**src/rtl/uncache_write_buffer_if.sv**
```systemverilog
// ---------------------------------------------------------------------------
// uncache_write_buffer_if
// Bundles the CPU-side uncached request port and the simplified AXI-style
// bus port of the uncached write buffer.
//
//   cpu_*   : CPU uncached load/store request, load data return, stall.
//   AXI_*   : single-beat address/data/response handshakes to the bus.
//
// Modports:
//   master : the write buffer's view. It masters the AXI bus and serves the
//            CPU request port.
//   slave  : the environment's view (CPU plus bus fabric).
// ---------------------------------------------------------------------------
interface uncache_write_buffer_if #(
   parameter int ADDR_WIDTH = 32
);
   // CPU side
   logic [ADDR_WIDTH-1:0] cpu_addr;
   logic [3:0]            cpu_byteenable;
   logic                  cpu_read;
   logic                  cpu_write;
   logic [31:0]           cpu_wrdata;
   logic [31:0]           cpu_rddata;
   logic                  cpu_new_ins;
   logic                  cpu_stall;

   // Bus responses
   logic                  AXI_rd_dready;
   logic                  AXI_rd_last;
   logic                  AXI_rd_addr_clear;
   logic [31:0]           AXI_rd_data;
   logic                  AXI_wr_next;
   logic                  AXI_wr_ok;
   logic                  AXI_wr_addr_clear;

   // Bus requests
   logic [ADDR_WIDTH-1:0] AXI_addr;
   logic                  AXI_addr_valid;
   logic                  AXI_we;
   logic [2:0]            AXI_size;
   logic [7:0]            AXI_lens;
   logic                  AXI_rd_rready;
   logic                  AXI_wr_dready;
   logic                  AXI_wr_last;
   logic                  AXI_response_rready;
   logic [31:0]           AXI_wr_data;
   logic [3:0]            AXI_byte_enable;

   modport master (
      input  cpu_addr, cpu_byteenable, cpu_read, cpu_write, cpu_wrdata, cpu_new_ins,
      output cpu_rddata, cpu_stall,
      input  AXI_rd_dready, AXI_rd_last, AXI_rd_addr_clear, AXI_rd_data,
             AXI_wr_next, AXI_wr_ok, AXI_wr_addr_clear,
      output AXI_addr, AXI_addr_valid, AXI_we, AXI_size, AXI_lens,
             AXI_rd_rready, AXI_wr_dready, AXI_wr_last, AXI_response_rready,
             AXI_wr_data, AXI_byte_enable
   );

   modport slave (
      output cpu_addr, cpu_byteenable, cpu_read, cpu_write, cpu_wrdata, cpu_new_ins,
      input  cpu_rddata, cpu_stall,
      output AXI_rd_dready, AXI_rd_last, AXI_rd_addr_clear, AXI_rd_data,
             AXI_wr_next, AXI_wr_ok, AXI_wr_addr_clear,
      input  AXI_addr, AXI_addr_valid, AXI_we, AXI_size, AXI_lens,
             AXI_rd_rready, AXI_wr_dready, AXI_wr_last, AXI_response_rready,
             AXI_wr_data, AXI_byte_enable
   );
endinterface

```
**src/rtl/uncache_write_buffer.sv**
```systemverilog
// ---------------------------------------------------------------------------
// uncache_write_buffer
// Posted-store buffer for uncached CPU accesses. Stores are queued in a
// WB_DEPTH-entry FIFO and drained one single-beat bus write at a time;
// loads wait until the FIFO is empty so they never overtake older stores.
//
// Ports:
//   clk       : sole clock, rising edge.
//   rst       : asynchronous, active-low reset.
//   bus       : uncache_write_buffer_if.master (CPU request + bus port).
//   wb_empty  : FIFO empty (registered pointers).
//   wb_full   : FIFO full  (registered pointers).
//
// Configuration macro UNCACHE_POSTED_WR_EN:
//   defined   : a store retires as soon as it is queued.
//   undefined : a store is queued but the CPU stalls until that store's own
//               write response arrives.
// ---------------------------------------------------------------------------
module uncache_write_buffer #(
   parameter int WB_DEPTH   = 4,
   parameter int ADDR_WIDTH = 32
) (
   input  logic                   clk,
   input  logic                   rst,
   uncache_write_buffer_if.master bus,
   output logic                   wb_empty,
   output logic                   wb_full
);
   localparam int IW = $clog2(WB_DEPTH);
   localparam int PW = IW + 1;

   typedef enum logic [2:0] {
      IDLE, WADDR, WDATA, WRESP, RADDR, RDATA, RDONE
   } state_t;

   state_t state, state_next;

   logic [ADDR_WIDTH-1:0] fifo_addr [WB_DEPTH];
   logic [3:0]            fifo_be   [WB_DEPTH];
   logic [31:0]           fifo_data [WB_DEPTH];

   logic [PW-1:0] wr_ptr, rd_ptr;
   logic [IW-1:0] wr_idx, rd_idx;

   logic        acc_done, done_eff;
   logic        is_load, is_store;
   logic        enq, pop, load_cap;
   logic        store_done, store_stall, complete, stall_raw;
   logic [31:0] rddata;

   function automatic logic [2:0] size_of(input logic [3:0] be);
      case (be)
         4'b1111:          size_of = 3'b010;
         4'b0011, 4'b1100: size_of = 3'b001;
         default:          size_of = 3'b000;
      endcase
   endfunction

   assign wr_idx   = wr_ptr[IW-1:0];
   assign rd_idx   = rd_ptr[IW-1:0];
   assign wb_empty = (wr_ptr == rd_ptr);
   assign wb_full  = (wr_idx == rd_idx) && (wr_ptr[IW] != rd_ptr[IW]);

   // A request already served stays served until the CPU flags a new one.
   assign done_eff = acc_done & ~bus.cpu_new_ins;
   // Read wins when both are raised; such a request is never queued.
   assign is_load  = bus.cpu_read & ~done_eff;
   assign is_store = bus.cpu_write & ~bus.cpu_read & ~done_eff;

   assign pop      = (state == WRESP) & bus.AXI_wr_ok;
   assign load_cap = (state == RDATA) & bus.AXI_rd_dready & bus.AXI_rd_last;

`ifdef UNCACHE_POSTED_WR_EN
   // A draining pop frees a slot in the same cycle, so a full buffer can
   // still accept the store that is waiting on it.
   assign enq         = is_store & (~wb_full | pop);
   assign store_done  = enq;
   assign store_stall = is_store & ~enq;
`else
   // wr_pend marks that the held store is already queued; it retires on the
   // pop of that entry, which is the only one in the buffer.
   logic wr_pend;

   assign enq         = is_store & ~wr_pend & (~wb_full | pop);
   assign store_done  = is_store & wr_pend & pop;
   assign store_stall = is_store & ~store_done;

   always_ff @(posedge clk or negedge rst) begin
      if (!rst) begin
         wr_pend <= 1'b0;
      end else if (store_done) begin
         wr_pend <= 1'b0;
      end else if (enq) begin
         wr_pend <= 1'b1;
      end
   end
`endif

   assign complete  = store_done | (state == RDONE);
   assign stall_raw = is_load ? (state != RDONE) : store_stall;

   assign bus.cpu_stall  = rst & stall_raw;
   assign bus.cpu_rddata = rddata;

   // Control state, pointers and load-return register
   always_ff @(posedge clk or negedge rst) begin
      if (!rst) begin
         state    <= IDLE;
         wr_ptr   <= '0;
         rd_ptr   <= '0;
         acc_done <= 1'b0;
         rddata   <= '0;
      end else begin
         state <= state_next;
         if (enq) begin
            wr_ptr <= wr_ptr + PW'(1);
         end
         if (pop) begin
            rd_ptr <= rd_ptr + PW'(1);
         end
         if (complete) begin
            acc_done <= 1'b1;
         end else if (bus.cpu_new_ins) begin
            acc_done <= 1'b0;
         end
         if (load_cap) begin
            rddata <= bus.AXI_rd_data;
         end
      end
   end

   // FIFO storage (data only, not reset)
   always_ff @(posedge clk) begin
      if (enq) begin
         fifo_addr[wr_idx] <= bus.cpu_addr;
         fifo_be[wr_idx]   <= bus.cpu_byteenable;
         fifo_data[wr_idx] <= bus.cpu_wrdata;
      end
   end

   // Bus sequencing: queued stores take priority over a pending load
   always_comb begin
      state_next              = state;
      bus.AXI_addr            = '0;
      bus.AXI_addr_valid      = 1'b0;
      bus.AXI_we              = 1'b0;
      bus.AXI_size            = 3'b000;
      bus.AXI_lens            = 8'h00;
      bus.AXI_rd_rready       = 1'b0;
      bus.AXI_wr_dready       = 1'b0;
      bus.AXI_wr_last         = 1'b0;
      bus.AXI_response_rready = 1'b0;
      bus.AXI_wr_data         = '0;
      bus.AXI_byte_enable     = 4'b0000;

      case (state)
         IDLE: begin
            if (!wb_empty) begin
               state_next = WADDR;
            end else if (is_load) begin
               state_next = RADDR;
            end
         end
         WADDR: begin
            bus.AXI_addr_valid = 1'b1;
            bus.AXI_we         = 1'b1;
            bus.AXI_addr       = fifo_addr[rd_idx];
            bus.AXI_size       = size_of(fifo_be[rd_idx]);
            if (bus.AXI_wr_addr_clear) begin
               state_next = WDATA;
            end
         end
         WDATA: begin
            bus.AXI_wr_dready   = 1'b1;
            bus.AXI_wr_last     = 1'b1;
            bus.AXI_wr_data     = fifo_data[rd_idx];
            bus.AXI_byte_enable = fifo_be[rd_idx];
            if (bus.AXI_wr_next) begin
               state_next = WRESP;
            end
         end
         WRESP: begin
            bus.AXI_response_rready = 1'b1;
            if (bus.AXI_wr_ok) begin
               state_next = IDLE;
            end
         end
         RADDR: begin
            bus.AXI_addr_valid = 1'b1;
            bus.AXI_addr       = bus.cpu_addr;
            bus.AXI_size       = size_of(bus.cpu_byteenable);
            if (bus.AXI_rd_addr_clear) begin
               state_next = RDATA;
            end
         end
         RDATA: begin
            bus.AXI_rd_rready = 1'b1;
            if (load_cap) begin
               state_next = RDONE;
            end
         end
         RDONE: begin
            state_next = IDLE;
         end
         default: begin
            state_next = IDLE;
         end
      endcase
   end
endmodule
```
**src/flat_wrapper.sv**
```systemverilog
// flat-port wrapper written by rule: the top's interface ports become plain ports
module uncache_write_buffer_flat 
#(
   parameter int WB_DEPTH   = 4,
   parameter int ADDR_WIDTH = 32
)
  (clk, rst, wb_empty, wb_full, bus_cpu_addr, bus_cpu_byteenable, bus_cpu_read, bus_cpu_write, bus_cpu_wrdata, bus_cpu_new_ins, bus_cpu_rddata, bus_cpu_stall, bus_AXI_rd_dready, bus_AXI_rd_last, bus_AXI_rd_addr_clear, bus_AXI_rd_data, bus_AXI_wr_next, bus_AXI_wr_ok, bus_AXI_wr_addr_clear, bus_AXI_addr, bus_AXI_addr_valid, bus_AXI_we, bus_AXI_size, bus_AXI_lens, bus_AXI_rd_rready, bus_AXI_wr_dready, bus_AXI_wr_last, bus_AXI_response_rready, bus_AXI_wr_data, bus_AXI_byte_enable);
  uncache_write_buffer_if #(.ADDR_WIDTH(ADDR_WIDTH)) bus_i ();
  input  logic clk;
  input  logic rst;
  output logic wb_empty;
  output logic wb_full;
  input wire logic [$bits(bus_i.cpu_addr)-1:0] bus_cpu_addr;
  input wire logic [$bits(bus_i.cpu_byteenable)-1:0] bus_cpu_byteenable;
  input wire logic [$bits(bus_i.cpu_read)-1:0] bus_cpu_read;
  input wire logic [$bits(bus_i.cpu_write)-1:0] bus_cpu_write;
  input wire logic [$bits(bus_i.cpu_wrdata)-1:0] bus_cpu_wrdata;
  input wire logic [$bits(bus_i.cpu_new_ins)-1:0] bus_cpu_new_ins;
  output wire logic [$bits(bus_i.cpu_rddata)-1:0] bus_cpu_rddata;
  output wire logic [$bits(bus_i.cpu_stall)-1:0] bus_cpu_stall;
  input wire logic [$bits(bus_i.AXI_rd_dready)-1:0] bus_AXI_rd_dready;
  input wire logic [$bits(bus_i.AXI_rd_last)-1:0] bus_AXI_rd_last;
  input wire logic [$bits(bus_i.AXI_rd_addr_clear)-1:0] bus_AXI_rd_addr_clear;
  input wire logic [$bits(bus_i.AXI_rd_data)-1:0] bus_AXI_rd_data;
  input wire logic [$bits(bus_i.AXI_wr_next)-1:0] bus_AXI_wr_next;
  input wire logic [$bits(bus_i.AXI_wr_ok)-1:0] bus_AXI_wr_ok;
  input wire logic [$bits(bus_i.AXI_wr_addr_clear)-1:0] bus_AXI_wr_addr_clear;
  output wire logic [$bits(bus_i.AXI_addr)-1:0] bus_AXI_addr;
  output wire logic [$bits(bus_i.AXI_addr_valid)-1:0] bus_AXI_addr_valid;
  output wire logic [$bits(bus_i.AXI_we)-1:0] bus_AXI_we;
  output wire logic [$bits(bus_i.AXI_size)-1:0] bus_AXI_size;
  output wire logic [$bits(bus_i.AXI_lens)-1:0] bus_AXI_lens;
  output wire logic [$bits(bus_i.AXI_rd_rready)-1:0] bus_AXI_rd_rready;
  output wire logic [$bits(bus_i.AXI_wr_dready)-1:0] bus_AXI_wr_dready;
  output wire logic [$bits(bus_i.AXI_wr_last)-1:0] bus_AXI_wr_last;
  output wire logic [$bits(bus_i.AXI_response_rready)-1:0] bus_AXI_response_rready;
  output wire logic [$bits(bus_i.AXI_wr_data)-1:0] bus_AXI_wr_data;
  output wire logic [$bits(bus_i.AXI_byte_enable)-1:0] bus_AXI_byte_enable;
  assign bus_i.cpu_addr = bus_cpu_addr;
  assign bus_i.cpu_byteenable = bus_cpu_byteenable;
  assign bus_i.cpu_read = bus_cpu_read;
  assign bus_i.cpu_write = bus_cpu_write;
  assign bus_i.cpu_wrdata = bus_cpu_wrdata;
  assign bus_i.cpu_new_ins = bus_cpu_new_ins;
  assign bus_cpu_rddata = bus_i.cpu_rddata;
  assign bus_cpu_stall = bus_i.cpu_stall;
  assign bus_i.AXI_rd_dready = bus_AXI_rd_dready;
  assign bus_i.AXI_rd_last = bus_AXI_rd_last;
  assign bus_i.AXI_rd_addr_clear = bus_AXI_rd_addr_clear;
  assign bus_i.AXI_rd_data = bus_AXI_rd_data;
  assign bus_i.AXI_wr_next = bus_AXI_wr_next;
  assign bus_i.AXI_wr_ok = bus_AXI_wr_ok;
  assign bus_i.AXI_wr_addr_clear = bus_AXI_wr_addr_clear;
  assign bus_AXI_addr = bus_i.AXI_addr;
  assign bus_AXI_addr_valid = bus_i.AXI_addr_valid;
  assign bus_AXI_we = bus_i.AXI_we;
  assign bus_AXI_size = bus_i.AXI_size;
  assign bus_AXI_lens = bus_i.AXI_lens;
  assign bus_AXI_rd_rready = bus_i.AXI_rd_rready;
  assign bus_AXI_wr_dready = bus_i.AXI_wr_dready;
  assign bus_AXI_wr_last = bus_i.AXI_wr_last;
  assign bus_AXI_response_rready = bus_i.AXI_response_rready;
  assign bus_AXI_wr_data = bus_i.AXI_wr_data;
  assign bus_AXI_byte_enable = bus_i.AXI_byte_enable;
  uncache_write_buffer #(.WB_DEPTH(WB_DEPTH), .ADDR_WIDTH(ADDR_WIDTH)) u_core (.clk(clk), .rst(rst), .bus(bus_i), .wb_empty(wb_empty), .wb_full(wb_full));
endmodule
```
**config.mk**
```make
export PLATFORM = sky130hd
export DESIGN_NAME = uncache_write_buffer_flat
export DESIGN_NICKNAME = d
export VERILOG_FILES = /design/src/rtl/uncache_write_buffer_if.sv /design/src/rtl/uncache_write_buffer.sv /design/src/flat_wrapper.sv
export SDC_FILE = /design/constraint.sdc
export NUM_CORES = 1
export LEC_CHECK = 0
export ABC_AREA = 1
export CAP_MARGIN = 40
export CORE_ASPECT_RATIO = 1.25
export CORE_MARGIN = 2
export CORE_UTILIZATION = 57
export CTS_BUF_LIST = sky130_fd_sc_hd__clkbuf_4
export DETAILED_ROUTE_END_ITERATION = 8
export GPL_TIMING_DRIVEN = 0
export HOLD_SLACK_MARGIN = 0.02
export PLACE_DENSITY_LB_ADDON = 0.12
export SYNTH_ARGS = -nofsm -noshare
export SYNTH_HDL_FRONTEND = slang
export SYNTH_SLANG_ARGS = --single-unit
```
**constraint.sdc**
```tcl
create_clock -name clk -period 8 [get_ports clk]
set_input_delay 1.2 -clock clk [delete_from_list [all_inputs] [get_ports clk]]
set_output_delay 1.2 -clock clk [all_outputs]
set_load 0.01 [all_outputs]
```
# Yosys cells after proc, flatten, opt, wreduce, memory -nomap -nowiden
# Memories as Yosys holds them, arrays and structs flattened.
# Cells that the tools add are included.
dict set report totals {
  regBits 43
  ram_bits 272
  in_bits 111
  out_inout_bits 120
  wordCells 88
  mem_count 3
}
dict set report op_classes {
  n_addsub 2
  n_eq_ne 22
  n_mux 26
  bitwise_logic 21
  reduce_logical 8
}
# memory depth word_bits read_ports rd_ports_with_merged_regs wr line
set memory_table {}
lappend memory_table {u_core.fifo_addr 4 32 1 0 1 uncache_write_buffer.sv:38} ;# logic [ADDR_WIDTH-1:0] fifo_addr [WB_DEPTH];
lappend memory_table {u_core.fifo_data 4 32 1 0 1 uncache_write_buffer.sv:40} ;# logic [31:0] fifo_data [WB_DEPTH];
lappend memory_table {u_core.fifo_be 4 4 1 0 1 uncache_write_buffer.sv:39} ;# logic [3:0] fifo_be [WB_DEPTH];
# operator count
set ops {}
lappend ops {{$pmux 32 s2} 1}
lappend ops {{$mux 32} 1}
lappend ops {{$mux 3} 7}
lappend ops {{$pmux 3 s6} 1}
lappend ops {{$eq 4x4->1 const B} 4}
lappend ops {{$and 1x1->1} 13}
lappend ops {{$mux 1} 12}
lappend ops {{$eq 3x3->1 const B} 3}
lappend ops {{$eq 4x2->1 const B} 2}
lappend ops {{$ne 2x2->1 const B} 4}
lappend ops {{$pmux 2 s2} 2}
lappend ops {{$add 3x1->3 const B} 2}
lappend ops {{$eq 3x2->1 const B} 2}
lappend ops {{$not 1->1} 6}
lappend ops {{$pmux 3 s2} 1}
lappend ops {{$reduce_and 6->1} 1}
lappend ops {{$reduce_or 2->1} 3}
lappend ops {{$mux 4} 1}
lappend ops {{$reduce_bool 2->1} 2}
lappend ops {{$eq 3x1->1 const B} 1}
lappend ops {{$eq 3x3->1} 1}
lappend ops {{$logic_not 3->1} 1}
lappend ops {{$ne 3x2->1 const B} 1}
lappend ops {{$ne 3x3->1 const B} 1}
lappend ops {{5 further kinds} 6}

# Depth between registers and ports, before layout
# Gate-level depths: netlist of the first run.
dict set report logic_depth {
  ltp_word 10
  depth_mapped 11
  depth_no_buf 9
}

# Least setup slack after synthesis of the first run
# OpenSTA, ideal clock, no wires.
dict set report synth_path {
  path_type {input-to-reg}
  startpoint {in bus_cpu_read}
  endpoint {mem u_core.fifo_addr[0][0], enable pin}
  setup_ns 0.495
  arrival_time_ns 4.687
  required_time_ns 7.505
  slack_ns 2.818
  path_stages 5
  path_buffers 0
  cell_sequence {inv_1 > nand2_1 > nor3_1 > nand2_2 > nor2_1}
}
dict set report synth_via {
  elab_chain_len 7
}
# element line
set synth_lines {}
lappend synth_lines {{start, declared} flat_wrapper.sv:15} ;# input wire logic [$bits(bus_i.cpu_read)-1:0] bus_cpu_read;
lappend synth_lines {{$not 1->1} uncache_write_buffer.sv:68} ;# assign is_store = bus.cpu_write & ~bus.cpu_read & ~done_eff;
lappend synth_lines {{$and 1x1->1 (2 in a row)} uncache_write_buffer.sv:68}
lappend synth_lines {{$and 1x1->1 (2 in a row)} uncache_write_buffer.sv:84} ;# assign enq = is_store & ~wr_pend & (~wb_full | pop);
lappend synth_lines {{$mux 1} uncache_write_buffer.sv:134} ;# if (enq) begin
lappend synth_lines {{$mux 1 (not written as such)} uncache_write_buffer.sv:135} ;# fifo_addr[wr_idx] <= bus.cpu_addr;
lappend synth_lines {{end, declared} uncache_write_buffer.sv:38}
# No other way between the ends.

# Worst setup path in the final report of the first run
dict set report layout_path {
  startpoint {reg u_core.state[1]}
  endpoint {out bus_AXI_addr[14]}
}
dict set report layout_via {
  elab_chain_len 2
  word_cells_on_any_way 3
}
# element line
set layout_lines {}
lappend layout_lines {{start, declared} uncache_write_buffer.sv:36} ;# state_t state, state_next;
lappend layout_lines {{start signal, assigned} uncache_write_buffer.sv:114} ;# state <= state_next;
lappend layout_lines {{$eq 3x3->1 or $eq 3x1->1 (tied branches)} uncache_write_buffer.sv:156} ;# case (state)
lappend layout_lines {{$pmux 32 s2 *} uncache_write_buffer.sv:156}
lappend layout_lines {{end, declared} flat_wrapper.sv:28} ;# output wire logic [$bits(bus_i.AXI_addr)-1:0] bus_AXI_addr;
# Every way passes the cells marked *; elsewhere a longest branch is shown, timed or not.

==> flow_metrics.py, run 1 <==
metrics = {
    "finish": {
        "final_util_pct": 75.66,
        "seq_area_mm2": 0.009244,
        "design_area_mm2": 0.01686,
        "fin_nets": 1548,
        "area_growth_pct": 29.82,
        "drive_above_1_share_pct": 14.87,
        "multi_input_area_mm2": 0.003321,
        "final_cell_mix": "286 x nand2_1, 272 x edfxtp_1, 220 x clkdlybuf4s50_1",
        "final_common_cell": "nand2_1",
        "nFillCells": 1500,
    },
    "clock_tree": {
        "cts.reportedPaths.clkPinSlew_ns": 0.06,
        "cts_buffers": 75,
        "h-tree-depth": 3,
        "insertion_delay_ns": 0.66,
        "cts.path.max_buffers": 3,
        "clock_sink_count": 315,
        "cts_resized": 0,
        "cts_hold_buf": 0,
        "cts_setup_buffers": 0,
        "tritoncts": "built",
        "cts-root-buf": "clkbuf_4",
    },
    "logic_synthesis": {
        "synth_top_area_share_pct": 62.88,
        "synth_area_leaders": "edfxtp_1 63%, dfrtp_1 8.3%, nand2_1 8.3%, nand3_1 4.6%, nor2_1 4.3%",
        "ys_ff_latch": 315,
        "yosys.area.top_type": "edfxtp_1",
        "synth_area_mm2": 0.01299,
        "ys.flop_type": "edfxtp_1",
        "synth.avg_cell_area_um2": 11.66,
        "syn_inst": 1114,
        "synth-edff-count": 272,
        "async_reset_ff_share_pct": 13.65,
        "ys_seq_area_share_pct": 71.17,
        "yosysWarnings": 0,
        "yosysUniqueCellTypes": 29,
    },
    "critical_path": {
        "worst_ep_required_time_ns": 6.80,
        "worstSetupPathType": "reg -> out",
        "end_kind": "output pin",
        "cp.arrival_ns": 3.09,
        "cp_max_fo": 10,
        "slowest_stage": "clkdlybuf4s50_1",
        "crit_chain": "inv_1, nand2_2, nor2_2, clkbuf_1, nand2_1, nand2_1, clkdlybuf4s50_1",
        "crit_path_start_kind": "flip-flop",
        "r2r_cells": 12,
        "cpMostUsedCell": "nand2_1",
        "cpPeakStageDelay_ns": 0.54,
    },
    "sta": {
        "fin_crit_sh_pct": 53.62,
        "skew_ns": 0.04284,
        "hold_viol": 0,
        "worstMarginPinSlew_ns": 0.9036,
        "max_freq_mhz": 233.1,
        "hold-worst-slack_ns": 0.3927,
        "setup_viol": 0,
        "max_slew_margin_pct": 39.62,
        "worst_slack_ns": 3.711,
        "rsz0062_at_grt": "false",
        "slew_viol_final": 0,
        "min_period_ns": 4.289,
    },
    "grt": {
        "grt_pass1_vias": 9373,
        "met3_usage_pct": 5.428,
        "grt_overflow": 0,
        "grt_use_met1_pct": 32.67,
        "grt.total_usage_pct": 25.48,
        "antenna_found_initial": 3,
        "met2_usage_pct": 43.35,
        "grt_max_degree": 39,
        "grt_pass1_wl_um": 48090,
        "grt_busiest_layer": "met2",
    },
    "pwr": {
        "p_int_mw": 3.496,
        "pwr-share-comb_pct": 39.6,
        "p_per_area_mw_per_mm2": 321.1,
        "vdd_drop_max_v": 0.0001761,
        "clkPwrFrac_pct": 23.6,
        "p_total_mw": 5.414,
        "switching_power_mw": 1.918,
        "seq_power_share_pct": 36.8,
        "p_sw_share_pct": 35.43,
        "power.leakage_nw": 6.521,
    },
    "die": {
        "die_x_um": 139.0,
        "die_y_um": 172.8,
        "io_pins": 231,
        "core_mm2": 0.02229,
        "row_count": 61,
        "dieArea_mm2": 0.02402,
        "initial_utilization_pct": 58.28,
    },
    "placement": {
        "place_worst_setup_slack_ns": 3.864,
        "place_area_mm2": 0.01591,
        "hpwl_um": 20610,
        "place.gp.congestion": 0.7987,
        "port_buffers": 221,
    },
    "outcome": {
        "outcome": "complete, no violations",
    },
    "drt": {
        "viasPerCell": 5.381,
        "drt_pass1_iterations": 8,
        "drtIter0Drc": 831,
        "ant_nets": 0,
        "num_vias": 9529,
        "drc": 0,
        "totalWireLength_um": 31150,
        "wire_per_inst_um": 17.59,
    },
    "flow_run": {
        "maxCapViolations": 0,
    },
    "hold_path": {
        "hp-class": "in -> async",
    },
}
-- worst paths after layout --
kind / start / end / slack (ns)
worst max-delay path: u_core.state[1]$_DFFE_PN0P_ / bus_AXI_addr[14] / 3.71
worst min-delay path: rst / u_core.bus.cpu_rddata[2]$_DFFE_PN0P_ / 0.39
worst max register to register: u_core.rd_ptr[0]$_DFFE_PN0P_ / u_core.fifo_addr[3][15]$_DFFE_PP_ / 5.00
worst min register to register: u_core.bus.cpu_rddata[24]$_DFFE_PN0P_ / u_core.bus.cpu_rddata[24]$_DFFE_PN0P_ / 0.48
max in group asynchronous: rst / u_core.bus.cpu_rddata[31]$_DFFE_PN0P_ / 7.16
min in group clk: u_core.bus.cpu_rddata[24]$_DFFE_PN0P_ / u_core.bus.cpu_rddata[24]$_DFFE_PN0P_ / 0.48
-- worst max-delay path: cells and delay by family (launching register included) --
kind,cells,cell delay (ns)
DFF,1,0.45
and+or+nand+nor,4,0.85
buffers and inverters,3,1.15
-- metrics by stage --
step                instances  TNS, ns
global route             1771        0
global placement         1626  -0.5210
detailed placement       1638        0
CTS                      1769        0
floorplan                1122        0
finish                   1771        0
-- cells by family (layout without fill, tap and decap cells) --
| family | count (synthesis) | after routing | share of synthesized area, % |
|---|---|---|---|
| buffers and inverters | 95 | 459 | 3.728 |
| flip-flops | 315 | 315 | 71.17 |
| adder cells (fa/ha/maj) | 5 | 5 | 0.4816 |
| other | 1 | 11 | 0.02887 |
| multiplexers | 32 | 32 | 2.774 |
| AND/OR/NAND/NOR | 561 | 561 | 17.63 |
| AO/OA/AOI/OAI | 102 | 102 | 3.988 |
| XOR/XNOR | 3 | 3 | 0.2023 |
-- power groups by stage --
stage / logic [mW] / clock network, mW / registers [mW]
global route: 2.34 / 1.39 / 2.01
detailed placement: 2.15 / 0 / 2.03
floorplan: 1.13 / 0 / 2.05
global placement: 2.08 / 0 / 2.03
CTS: 2.15 / 1.30 / 1.99
finish: 2.15 / 1.28 / 1.99
-- flip-flops by register name (all words and copies together) (netlist names) --
signal,count
u_core.rd_ptr,3
u_core.fifo_be,16
u_core.wr_pend,1
u_core.fifo_data,128
u_core.acc_done,1
u_core.state,3
u_core.wr_ptr,3
u_core.bus.cpu_rddata,32
u_core.fifo_addr,128
-- synthesized netlist by cell type, types with 2 or more instances --
| cell | n |
|---|---|
| mux2_2 | 30 |
| inv_1 | 23 |
| nand2_2 | 2 |
| mux2_1 | 2 |
| nand2_1 | 286 |
| clkbuf_1 | 9 |
| inv_2 | 3 |
| buf_2 | 33 |
| buf_6 | 3 |
| nand3_1 | 119 |
| o22ai_1 | 2 |
| a21oi_1 | 32 |
| ha_1 | 5 |
| buf_1 | 7 |
| buf_4 | 17 |
| xor2_1 | 3 |
| nor2_1 | 148 |
| o21ai_0 | 66 |
| dfrtp_1 | 43 |
| edfxtp_1 | 272 |
-- per-layer routing --
layer / part of all wire [%] / wire length, µm
met4: 1.9 / 603
met1: 39 / 12230
met5: 0.035 / 11
met3: 8.4 / 2605
met2: 50 / 15690
-- layout make-up --
class                           instances  area share (%)
Antenna cell                            2         0.02968
Buffer                                 69           2.293
Clock buffer                          105           4.675
Clock inverter                         26          0.9423
Inverter                               26          0.5788
Multi-Input combinational cell        712           19.69
Sequential cell                       315           54.82
Tap cell                              283           2.100
Timing Repair Buffer                  233           14.87
(Power assumes the default switching activity.)
==> run 2, diff against run 1 <==
--- a/config.mk
+++ b/config.mk
@@ -9,7 +9,7 @@
 export CAP_MARGIN = 40
 export CORE_ASPECT_RATIO = 1.25
 export CORE_MARGIN = 2
-export CORE_UTILIZATION = 57
+export CORE_UTILIZATION = 49
 export CTS_BUF_LIST = sky130_fd_sc_hd__clkbuf_4
 export DETAILED_ROUTE_END_ITERATION = 8
 export GPL_TIMING_DRIVEN = 0
==> constraint.sdc (replaced) <==
create_clock -name clk -period 3.7 [get_ports clk]
set_input_delay 0.555 -clock clk [delete_from_list [all_inputs] [get_ports clk]]
set_output_delay 0.555 -clock clk [all_outputs]
set_load 0.01 [all_outputs]
==> flow_metrics.py, run 2 (synthesized netlist as in run 1, its figures left out) <==
metrics = {
    "die": {
        "die_y_um": 186.0,
        "row_count": 66,
        "initial_utilization_pct": 49.93,
        "io_pins": 231,
        "dieArea_mm2": 0.02783,
        "core_mm2": 0.02601,
        "die_x_um": 149.6,
    },
    "grt": {
        "grt_busiest_layer": "met2",
        "met2_usage_pct": 38.31,
        "grt_overflow": 0,
        "antenna_found_initial": 2,
        "grt_use_met1_pct": 28.19,
        "grt_max_degree": 37,
        "grt_pass1_wl_um": 47270,
        "met3_usage_pct": 5.098,
        "grt.total_usage_pct": 22.62,
        "grt_pass1_vias": 9111,
    },
    "clock_tree": {
        "cts.reportedPaths.clkPinSlew_ns": 0.07,
        "insertion_delay_ns": 0.69,
        "cts.path.max_buffers": 3,
        "cts_buffers": 76,
        "h-tree-depth": 3,
        "tritoncts": "built",
        "cts-root-buf": "clkbuf_4",
        "clock_sink_count": 315,
        "cts_setup_buffers": 0,
    },
    "placement": {
        "place_area_mm2": 0.01599,
        "dp_cells": 1696,
        "place.gp.congestion": 0.7658,
        "hpwl_um": 20880,
        "port_buffers": 221,
        "place_worst_setup_slack_ns": 0.4061,
    },
    "critical_path": {
        "cp_max_fo": 10,
        "worstSetupStartpoint": "u_core.state[0]$_DFFE_PN0P_",
        "crit_chain": "inv_2, nand2_1, nor2_1, inv_2, buf_2, a21oi_1, clkdlybuf4s50_1",
        "r2r_end": "u_core.fifo_addr[2][11]$_DFFE_PP_",
        "cp.arrival_ns": 2.99,
        "r2r_setup_slack_ns": 0.89,
        "worst_ep_required_time_ns": 3.14,
        "worstSetupPathType": "reg -> out",
        "end_kind": "output pin",
        "cpMostUsedCell": "inv_2",
        "cpPeakStageDelay_ns": 0.63,
        "reg2reg_from": "u_core.rd_ptr[0]$_DFFE_PN0P_",
        "r2r_cells": 11,
        "slowest_stage": "clkdlybuf4s50_1",
        "crit_path_start_kind": "flip-flop",
    },
    "finish": {
        "drive_above_1_share_pct": 15.53,
        "design_area_mm2": 0.01693,
        "final_common_cell": "nand2_1",
        "instances_no_fill": 1824,
        "final_cell_mix": "286 x nand2_1, 272 x edfxtp_1, 220 x clkdlybuf4s50_1",
        "fin_nets": 1551,
        "area_growth_pct": 30.33,
    },
    "sta": {
        "worst_slack_ns": 0.1549,
        "fin_tns_setup_ns": 0,
        "setup_viol": 0,
        "hold_viol": 0,
        "skew_ns": 0.04027,
        "worstMarginPinSlew_ns": 0.8282,
        "max_freq_mhz": 282.1,
        "min_period_ns": 3.545,
        "max_slew_margin_pct": 44.66,
        "slew_viol_final": 0,
        "fin_crit_sh_pct": 95.81,
        "rsz0062_at_grt": "false",
    },
    "drt": {
        "drc": 0,
        "viasPerCell": 5.148,
        "ant_nets": 0,
        "drtIter0Drc": 656,
        "num_vias": 9390,
        "totalWireLength_um": 31760,
        "drt_pass1_iterations": 6,
        "wire_per_inst_um": 17.41,
    },
    "flow_run": {
        "maxCapViolations": 0,
    },
    "outcome": {
        "outcome": "complete, no violations",
    },
    "pwr": {
        "p_per_area_mw_per_mm2": 690.7,
        "vdd_drop_max_v": 0.0004448,
        "power.leakage_nw": 6.529,
        "p_total_mw": 11.69,
    },
    "hold_path": {
        "hp-class": "in -> async",
    },
}
-- run 2: area by class of cell --
cell class	count	area (µm²)
diodes	3	7.507
plain buffers	69	389.1
clock buffers	120	900.9
clock inverters	4	16.27
fillers	2050	9084
inverters	26	97.59
multi-input cells	712	3326
flip-flops and latches	315	9244
well taps	340	425.4
repair buffers	235	2522
-- run 2: worst max-delay path by stage --
stage	depth (start not counted)	slack (ns)	to
CTS	7	0.08	bus_AXI_wr_data[28]
global placement	6	-3.71	u_core.fifo_addr[0][10]$_DFFE_PP_
finish	7	0.15	bus_AXI_wr_data[28]
floorplan	5	-0.84	u_core.fifo_addr[0][0]$_DFFE_PP_
global route	7	0.003	bus_AXI_wr_data[14]
detailed placement	8	0.41	u_core.fifo_addr[2][10]$_DFFE_PP_
-- run 2: repair_timing --
item	4_1_cts	5_1_grt
setup endpoints to repair	6	1
hold endpoints to repair	43	0
resized for setup	1	1
hold buffers	1	0
-- run 2: metal layers --
layer  vias up  share of wire (%)
met5         -                  0
met4         0                2.2
met3        57                7.3
met2       379                 49
met1      4433                 42
li1       4521                  -
-- run 2: per-stage QoR --
| stage | util (%) | hold WS [ns] |
|---|---|---|
| 2_1_floorplan | - | 0.2594 |
| 3_3_place_gp | 60.19 | 0.4678 |
| 3_5_place_dp | 61.46 | 0.4247 |
| 4_1_cts | 65.04 | 0.2050 |
| 5_1_grt | 65.06 | 0.2522 |
| 6_report | 65.08 | 0.2599 |
-- run 2: report_power, final --
| group | internal (mW) | leakage [nW] | switching (mW) |
|---|---|---|---|
| registers | 4.17 | 3.01 | 0.143 |
| clock network | 1.45 | 0.561 | 1.28 |
| logic | 1.94 | 2.96 | 2.72 |
| total | 7.56 | 6.53 | 4.14 |
-- run 2: critical path: cells and delay by family, from the launching register on --
family | cells | cell delay [ns]
simple gates | 2 | 0.38
flops | 1 | 0.47
compound gates | 1 | 0.17
buf+inv | 4 | 1.26
==> run 3, diff against run 2 <==
--- a/config.mk
+++ b/config.mk
@@ -9,11 +9,11 @@
 export CAP_MARGIN = 40
 export CORE_ASPECT_RATIO = 1.25
 export CORE_MARGIN = 2
-export CORE_UTILIZATION = 49
-export CTS_BUF_LIST = sky130_fd_sc_hd__clkbuf_4
+export CORE_UTILIZATION = 48
 export DETAILED_ROUTE_END_ITERATION = 8
 export GPL_TIMING_DRIVEN = 0
 export HOLD_SLACK_MARGIN = 0.02
+export MAX_ROUTING_LAYER = met4
 export PLACE_DENSITY_LB_ADDON = 0.12
 export SYNTH_ARGS = -nofsm -noshare
 export SYNTH_HDL_FRONTEND = slang
==> flow_metrics.py, run 3 (synthesized netlist as in run 1, its figures left out) <==
metrics = {
    "critical_path": {
        "cp.arrival_ns": 2.90,
        "crit_chain": "inv_2, nand2_1, nor2_1, inv_2, buf_2, nor2_1, clkdlybuf4s50_1",
        "critical_path_buf_inv_count": 4,
        "cp_num_cells": 7,
        "cp_top_family": "buffers and inverters",
        "cpPeakStageDelay_ns": 0.59,
        "end_kind": "output pin",
        "crit_path_start_kind": "flip-flop",
        "worst_ep_required_time_ns": 3.14,
        "worstSetupPathType": "reg -> out",
        "slowest_stage": "clkdlybuf4s50_1",
        "r2r_cells": 11,
        "cp_max_fo": 10,
    },
    "sta": {
        "max_slew_margin_pct": 51.94,
        "min_period_ns": 3.456,
        "fin_crit_sh_pct": 93.41,
        "max_freq_mhz": 289.3,
        "worst_slack_ns": 0.2437,
        "hold_viol": 0,
        "setup_viol": 0,
        "worstMarginPinSlew_ns": 0.7192,
        "rsz0062_at_grt": "false",
        "fin_tns_setup_ns": 0,
        "hold-worst-slack_ns": 0.3871,
        "slew_viol_final": 0,
        "skew_ns": 0.01065,
    },
    "drt": {
        "viasPerCell": 5.239,
        "wire_per_inst_um": 17.84,
        "totalWireLength_um": 31400,
        "drt_pass1_iterations": 5,
        "drc": 0,
        "num_vias": 9220,
        "ant_nets": 0,
        "drtIter0Drc": 533,
    },
    "die": {
        "row_count": 67,
        "core_mm2": 0.02674,
        "dieArea_mm2": 0.02840,
        "initial_utilization_pct": 48.57,
        "io_pins": 231,
        "die_x_um": 151.1,
        "die_y_um": 187.9,
    },
    "placement": {
        "place_area_mm2": 0.01596,
        "port_buffers": 221,
        "place_worst_setup_slack_ns": 0.4262,
        "hpwl_um": 20830,
        "place.gp.congestion": 0.7980,
    },
    "finish": {
        "final_cell_mix": "286 x nand2_1, 272 x edfxtp_1, 220 x clkdlybuf4s50_1",
        "design_area_mm2": 0.01696,
        "drive_above_1_share_pct": 10.76,
        "final_common_cell": "nand2_1",
        "area_growth_pct": 30.57,
        "fin_nets": 1505,
    },
    "clock_tree": {
        "cts.path.max_buffers": 3,
        "h-tree-depth": 1,
        "cts_buffers": 31,
        "cts.reportedPaths.clkPinSlew_ns": 0.06,
        "tritoncts": "built",
        "cts-root-buf": "clkbuf_16",
        "insertion_delay_ns": 0.55,
        "clock_sink_count": 315,
    },
    "grt": {
        "antenna_found_initial": 2,
        "grt_overflow": 0,
        "grt_pass1_wl_um": 47740,
        "grt_pass1_vias": 9035,
        "grt.total_usage_pct": 22.45,
        "grt_max_degree": 38,
    },
    "pwr": {
        "power.leakage_nw": 6.425,
        "vdd_drop_max_v": 0.0003961,
        "pwr-share-comb_pct": 38.8,
        "p_int_mw": 7.847,
        "p_total_mw": 12.00,
        "p_sw_share_pct": 34.62,
        "switching_power_mw": 4.155,
        "clkPwrFrac_pct": 25.3,
        "p_per_area_mw_per_mm2": 707.7,
        "seq_power_share_pct": 36.0,
    },
    "outcome": {
        "outcome": "complete, no violations",
    },
    "flow_run": {
        "maxCapViolations": 0,
    },
    "hold_path": {
        "hp-class": "in -> async",
    },
}
run 3: final cells by class:
type                    instances  area, µm²
diodes                          2      5.005
fillers                      2078       9783
flip-flops and latches        315       9244
clock buffers                  36      794.5
repair buffers                234       2487
inverters                      26      97.59
clock inverters                21      186.4
plain buffers                  69      386.6
multi-input cells             712       3326
well taps                     345      431.7
run 3: path summary, 6_finish.rpt:
kind / slack, ns / from / endpoint
worst min-delay path: 0.39 / rst / u_core.bus.cpu_rddata[27]$_DFFE_PN0P_
worst min register to register: 0.50 / u_core.bus.cpu_rddata[19]$_DFFE_PN0P_ / u_core.bus.cpu_rddata[19]$_DFFE_PN0P_
worst max-delay path: 0.24 / u_core.state[0]$_DFFE_PN0P_ / bus_AXI_byte_enable[2]
min in group clk: 0.50 / u_core.bus.cpu_rddata[19]$_DFFE_PN0P_ / u_core.bus.cpu_rddata[19]$_DFFE_PN0P_
max in group asynchronous: 2.86 / rst / u_core.bus.cpu_rddata[8]$_DFFE_PN0P_
worst max register to register: 0.94 / u_core.rd_ptr[0]$_DFFE_PN0P_ / u_core.fifo_addr[1][10]$_DFFE_PP_
run 3: power groups by stage:
stage / Sequential [mW] / Combinational [mW] / Clock (mW)
final: 4.32 / 4.65 / 3.03
after global routing: 4.35 / 5.11 / 3.21
after CTS: 4.32 / 4.71 / 3.08
after detailed placement: 4.39 / 4.68 / 0
after global placement: 4.40 / 4.55 / 0
after floorplan: 4.44 / 2.44 / 0
run 3: routing by layer:
layer	up-vias	GRT usage [%]	wire (µm)
met4	0	6.470	677
met5	-	-	0
li1	4389	-	-
met1	4447	28.28	13100
met2	331	37.45	15450
met3	53	3.820	2165
run 3: worst reg2reg max path, stage by stage, from the launching register on:
cell and delay [ns]:
dfrtp_1 0.48, inv_2 0.07, buf_4 0.19, nand2_1 0.08
nand2_1 0.08, nand2_1 0.06, nor2_1 0.05, nand2_1 0.15
nand2_2 0.21, nor2_4 0.61, buf_16 0.24, buf_12 0.22
run 3: timing repair:
| item | CTS | global route |
|---|---|---|
| buffers inserted | 0 | 0 |
| hold endpoints to repair | 7 | 0 |
| hold buffers | 1 | 0 |
| setup endpoints to repair | 0 | 2 |
| gates resized for setup | 0 | 1 |
run 3: metrics by stage:
step | instances | util (%)
6_report | 1760 | 63.42
5_1_grt | 1760 | 63.42
4_1_cts | 1758 | 63.38
3_5_place_dp | 1700 | 59.67
3_3_place_gp | 1688 | 58.57
2_1_floorplan | 1122 | -
==> variant, RTL diff (settings of run 2) <==
Add a define of `UNCACHE_POSTED_WR_EN`.
--- a/src/rtl/uncache_write_buffer.sv
+++ b/src/rtl/uncache_write_buffer.sv
@@ -18,2 +18,4 @@
 // ---------------------------------------------------------------------------
+`define UNCACHE_POSTED_WR_EN
+
 module uncache_write_buffer #(
Check against the original RTL: not equivalent (Yosys sat finds a counterexample within 4 cycles, from zero or initial values and one cycle with rst low).
==> variant against run 2 <==
  * Combinational power shrank 2%
  * Wire length fell by 0.31%
  * Sequential share of layout area shrank 0.26 points
  * Cell count grew 0.44%
  * Synthesized area shrank 0.28%
  * Die area decreased by 0.27%
  * Count of clock-buffer cells in the layout is 8 lower
  * Setup slack better by 0.067 ns
  * Sequential cell count down 1
  * Final area up 0.21%
  * Total power rose by 1.7%
  * Critical path type unchanged
==> variant: results (changes against run 2) <==
stage	metric	value	unit	change
status	status	finished clean		
timing	Worst slew margin	0.5474		+0.1009
power	switching power	4.164	mW	+0.69%
logic_synthesis	fraction of registers with async set or reset after synthesis	0.1338		-0.002750
routing	Avg WL per Cell	17.28	um	-0.74%
setup_path	Reg-to-Reg End	u_core.fifo_addr[0][13]$_DFFE_PP_		
power	Leakage	6.566	nW	+0.56%
power	switching part of the total	0.3502		-0.003388
timing	final hold slack	0.3213	ns	+0.06135 ns
setup_path	Crit-path slowest cell	clkdlybuf4s50_1		
logic_synthesis	Seq/Total Area, Yosys	0.7117		about the same
global_routing	met3 GRT Util	0.04387		-0.007108
global_routing	pin count of the biggest net entering global routing	30		-19%
setup_path	Reg2Reg Setup Slack	0.86	ns	-0.03 ns
clocking	CTS H-tree depth	3		unchanged
routing	routed wl met3	2230	um	-3.7%
clocking	total CTS buffers	76		unchanged
setup_path	Critical path destination	bus_AXI_wr_data[25]		
clocking	CTS root buffer	clkbuf_4		
placed_design	pre-CTS setup slack	0.4858	ns	+0.07969 ns
placed_design	dpl cell area	15950	um^2	-0.23%
routing	uppermost layer routed	met5		
power	peak supply drop	359.2	uV	-19%
routing	met1 WL	13200	um	-0.86%
placed_design	Post-Place Cells	1690		-0.35%
logic_synthesis	top cells by area, synth	edfxtp_1 63%, nand2_1 8.1%, dfrtp_1 8.1%		
routing	drt total wl	31660	um	-0.31%
global_routing	global-route wire length before repair	48090	um	+1.8%
routing	Met2 Routed Length	15570	um	+0.88%
routing	Vias/cell	5.126		-0.43%
global_routing	met1 usage	0.2863		+0.004409
power	Clock Power	2.86	mW	+5%
layout	layout cells sized above 1	0.1564		+0.001075
layout	final net count	1545		-0.39%
setup_path	r2r worst-path depth	12		+1
timing	Layout Skew	0.03986	ns	-0.0004103 ns
routing	drt pass-1 iters	5		-1
routing	Iteration-0 DRC Markers	588		-10%
logic_synthesis	synthesized instance count	1108		-0.54%
logic_synthesis	Synth top cells by count	281 x nand2_1, 272 x edfxtp_1, 147 x nor2_1		
power	Comb power	4.54	mW	-2%
hold_path	type of the most critical hold path	input port to async pin		
clocking	clk buf depth	3		unchanged
placed_design	dpl hpwl	20770	um	-0.50%
global_routing	met2 Track Usage GR	0.3868		+0.003670
placed_design	RD Place Congestion	0.7838		+2.4%
global_routing	GRT Overall Usage	0.2290		+0.002813
setup_path	Crit path largest cell delay	0.58	ns	-0.05 ns
global_routing	vias in the first global route	9170		+0.65%
global_routing	initial antenna violation count	2		unchanged
setup_path	CP arrival	2.92	ns	-0.07 ns
logic_synthesis	library cells used by synthesis	28		-3.4%
==> variant: cell types whose count changed in the layout (fill, tap and decap cells not counted), sizes merged, moves of 2 or more <==
cell    change
buf         +3
inv         +2
clkbuf     -11
nand2       -5
bufinv      +2
clkinv     +18
==> variant: what timing repair did <==
item	4_1_cts	5_1_grt
setup endpoints to repair	6	0
hold endpoints to repair	14	0
gates resized for setup	1	0
buffers inserted	0	0
hold buffers	1	0
==> variant: cell families after synthesis <==
logic type      Yosys count  share of synthesized area
other cells               1                  0.0002895
buf+inv                  94                    0.03729
xor+xnor                  3                   0.002029
flops                   314                     0.7117
fa+ha+maj                 5                   0.004830
mux                      32                    0.02782
compound gates          102                    0.03999
simple gates            557                     0.1760
==> variant: final cells by class <==
class,instances,area [um^2]
Sequential cell,314,9219
Fill cell,2040,9049
Multi-Input combinational cell,708,3311
Timing Repair Buffer,235,2522
Clock buffer,112,840.8
Tap cell,340,425.4
Buffer,69,390.4
Clock inverter,27,156.4
Inverter,25,93.84
Antenna cell,2,5.005
